$ cat config.mk
export PLATFORM = sky130hd
export DESIGN_NAME = err_sat_counter
export DESIGN_NICKNAME = d
export VERILOG_FILES = /design/src/rtl/err_sat_counter.sv
export SDC_FILE = /design/constraint.sdc
export NUM_CORES = 1
export LEC_CHECK = 0
export ABC_AREA = 0
export BUFFER_PORTS_ARGS = -buffer_cell sky130_fd_sc_hd__buf_2
export CAP_MARGIN = 20
export CORE_AREA = 2 2 39 41
export CTS_CLUSTER_DIAMETER = 60
export DETAILED_ROUTE_END_ITERATION = 6
export DIE_AREA = 0 0 41 43
export HOLD_SLACK_MARGIN = 0.08
export PLACE_DENSITY_LB_ADDON = 0.12
export SYNTH_ARGS = -nofsm -noshare
export SYNTH_HDL_FRONTEND = slang
export SYNTH_SLANG_ARGS = --single-unit
$ cat constraint.sdc
create_clock -name clk -period 1.43 [get_ports clk]
set_input_delay 0.286 -clock clk [delete_from_list [all_inputs] [get_ports clk]]
set_output_delay 0.286 -clock clk [all_outputs]
set_load 0.02 [all_outputs]
$ cat src/rtl/err_sat_counter.sv
// Saturating event counter with a clear that beats increment.
// Used to tally frames that failed their parity check.
module err_sat_counter #(
  parameter int CNT_W = 8
) (
  input  logic             clk,
  input  logic             rst_n,
  input  logic             inc,
  input  logic             clr,
  output logic [CNT_W-1:0] count
);

  logic [CNT_W-1:0] r_count;

  always_ff @(posedge clk or negedge rst_n) begin
    if (!rst_n) begin
      r_count <= '0;
    end else if (clr) begin
      r_count <= '0;
    end else if (inc && (r_count != '1)) begin
      r_count <= r_count + 1'b1;
    end
  end

  assign count = r_count;

endmodule

==> summary.txt <==
STA
  – Pins Over Slew Limit: 0
  – Final hold vios: 0
  – Final clock skew: 0.00410 ns
  – Setup_tns: 0 ns
  – Fmax achieved: 0.716 GHz
  – # setup viols final: 0
  – Worst-Margin Slew: 0.352 ns
  – Unrepaired setup endpoints after global routing: no
  – Slew headroom: 0.759
  – Final Cycle Share: 0.976
  – Worst hold slack: 0.343 ns
  – Fin crit period: 1.40 ns

Logic synthesis
  – Avg Cell Area, Syn: between 9 and 10 sq um
  – Top FF cell, synth: dfrtp_1
  – Synth Cell Area: between 400 and 500 sq um
  – Synthesized netlist cell count: a little under 50
  – Yosys top cell area share: 0.431
  – Compound-Gate Fraction of Synth Area: 0.127
  – Post-synth top cells: 8 x dfrtp_1, 4 x nor3_1, 3 x a21oi_1, 3 x nand2b_1, 3 x nor2b_1
  – Largest area contributor in the netlist: dfrtp_1
  – Yosys warns: 0
  – Fraction of registers with async set or reset after synthesis: 1.00
  – Number of enable flip-flop cells after synthesis: 0
  – #FFs+latches synth: 8
  – Most frequent cell after synthesis: dfrtp_1
  – Multiplexer share of the synthesized area: 0.0701
  – Synth Area in XOR/XNOR: 0
  – Largest family of logic cells by synthesized area: simple AND/OR/NAND/NOR gates
  – Syn nets: 54
  – Synthesized-area fraction occupied by and/or/nand/nor cells: 0.310
  – Synth area leaders: dfrtp_1 43%, mux2_2 4.9%, nor3_1 4.3%
  – Seq/Total Area, Yosys: 0.431
  – Distinct cells, synth: 28
  – Synth Area in Adders: 0.0270

GRT
  – Number of global-route vias before repair: 422
  – Total gr overflow: 0
  – Pin count of the biggest net entering global routing: 12
  – First-pass GRT wire length: 1.95 mm
  – All-Layer GR Usage: 0.168
  – Initial antenna violation count: 0

Clock network
  – Post-CTS Repair Setup Buffers: 0
  – Clock buffer depth: 2
  – CTS root buf: clkbuf_4
  – Num CTS Buffers: 3
  – Worst skew pair latency: 0.26 ns
  – CTS Sinks: 8
  – Htree depth: 1
  – CTS tree: done
  – Reg clk slew, reported paths: approximately 0.06 ns

Final layout
  – Final-stage net count: 75
  – Util after Layout: 0.462
  – # diodes: 0
  – Share of cells above drive strength 1: 0.412
  – Max reg flops: 8
  – Final Non-Filler Cells: 84
  – Area delta synth->final: 37.7%

Route
  – Max Used Layer: met4
  – Post-DRT Antenna Nets: 0
  – Met2 Wirelength: 540 um
  – Via density: around 5.4
  – DRT Pass-1 Iters: 3
  – Met3 wire length: 34 um
  – Routed len/inst: 14.0 um
  – # DRC: 0
  – Routed via count: roughly 450
  – Routed WL: 1.18 mm
  – Met1 Routed Length: 577 um
  – DR iter-0 viols: 4

Power and ir drop
  – Pwr dens: 765 mW/mm^2
  – Static Leak: about 0.0003 uW
  – Worst IR Drop VDD: 0.414 mV
  – Switch Pwr: ~130 uW
  – Internal: approximately 360 uW
  – Comb pwr share: 0.140
  – Sw Ratio: 0.263
  – Total power draw: ~490 uW
  – Clock group share of total power: 0.372
  – Reg power frac: 0.488

Die
  – Core Area: 0.00138 sq mm
  – Die Y: about 43 um
  – Die area: between 0.0015 and 0.002 sq mm
  – Initial Utilization: 0.335
  – I/O pins: 12
  – Num rows: 14
  – Die width: 41 um

Setup path
  – CP Data Arrival Time: 1.53 ns
  – CP startpoint kind: flop
  – CP required: 1.57 ns
  – Path depth of the worst reg2reg path: 4
  – Crit Path Category: flop to flop
  – Worst R2R Setup Slack: roughly 0.034 ns
  – Crit path capture type: flop
  – Crit Path Max Fanout: 5

Run
  – Max cap viols: 0

Hold path
  – Worst min path class: input port to flop
  – Hold path depth: 2

Outcome
  – Status: completed

Place
  – I/O Buffers: 11
  – Gp weighted congestion: 0.712
  – Placed Cells incl. Taps: 80
  – Hpwl dp: 866 um
-- worst max-delay path, cell delays in order, from the launching register on --
cell     delay, ns
dfrtp_2       0.43
ha_4          0.16
and4_4        0.20
a21oi_1       0.14
mux2_2        0.35
-- path summary, 6_finish.rpt --
kind / end / from
worst max register to register: count[3]$_DFFE_PN0P_ / count[1]$_DFFE_PN0P_
min in group asynchronous: count[7]$_DFFE_PN0P_ / rst_n
worst max-delay path: count[3]$_DFFE_PN0P_ / count[1]$_DFFE_PN0P_
worst min register to register: count[6]$_DFFE_PN0P_ / count[6]$_DFFE_PN0P_
worst min-delay path: count[7]$_DFFE_PN0P_ / clr
max in group asynchronous: count[0]$_DFFE_PN0P_ / rst_n
-- cells in the final DEF, fill, tap and decap left out, types with 2 or more instances in the layout --
| cell type | n |
|---|---|
| buf_2 | 11 |
| nand2_1 | 2 |
| nand3_1 | 2 |
| nand2b_1 | 3 |
| inv_1 | 2 |
| nor2_1 | 2 |
| buf_4 | 6 |
| nor2b_1 | 3 |
| dfrtp_2 | 2 |
| a21oi_1 | 3 |
| nor3_1 | 4 |
| dfrtp_1 | 6 |
| clkbuf_4 | 3 |
-- through the flow --
step                      setup slack [ns]  area, sq um
after floorplan                    -0.0315          488
after global placement              0.0446          599
after detailed placement            0.0290          599
after CTS                           0.0136          632
after global routing               0.00113          639
final                               0.0339          639
-- cell type report --
cell class,instances,area [sq um]
multi-input cells,37,277
clock buffers,3,22.5
fillers,142,744
well taps,16,20.0
repair buffers,18,110
flip-flops and latches,8,203
inverters,2,7.51
-- timing repair --
action                                 in CTS  in global routing
hold buffers                                1                  0
endpoints found under the hold margin       8                  0
resized for setup                           0                  1
setup endpoints to repair                   0                  1
-- power groups by stage --
stage | sequential (uW) | combinational, uW | clock, uW
floorplan | 253 | 27.4 | 0
global placement | 243 | 64.4 | 0
finish | 239 | 68.3 | 182
detailed placement | 243 | 65.3 | 0
CTS | 239 | 67.6 | 186
global route | 240 | 75.9 | 203
-- cell families (layout without fill, tap and decap cells) --
| kind of cell | after synthesis | count (layout) |
|---|---|---|
| simple gates | 24 | 24 |
| compound gates | 9 | 9 |
| flops | 8 | 8 |
| buf+inv | 4 | 23 |
| mux | 3 | 3 |
| fa+ha+maj | 1 | 1 |
-- layer usage --
metal,track usage,vias to the layer above
li1,-,224
met1,0.212,215
met2,0.250,10
met3,0.0314,4
met4,0.100,0
met5,0,-
Power figures use the tool's default switching activity.
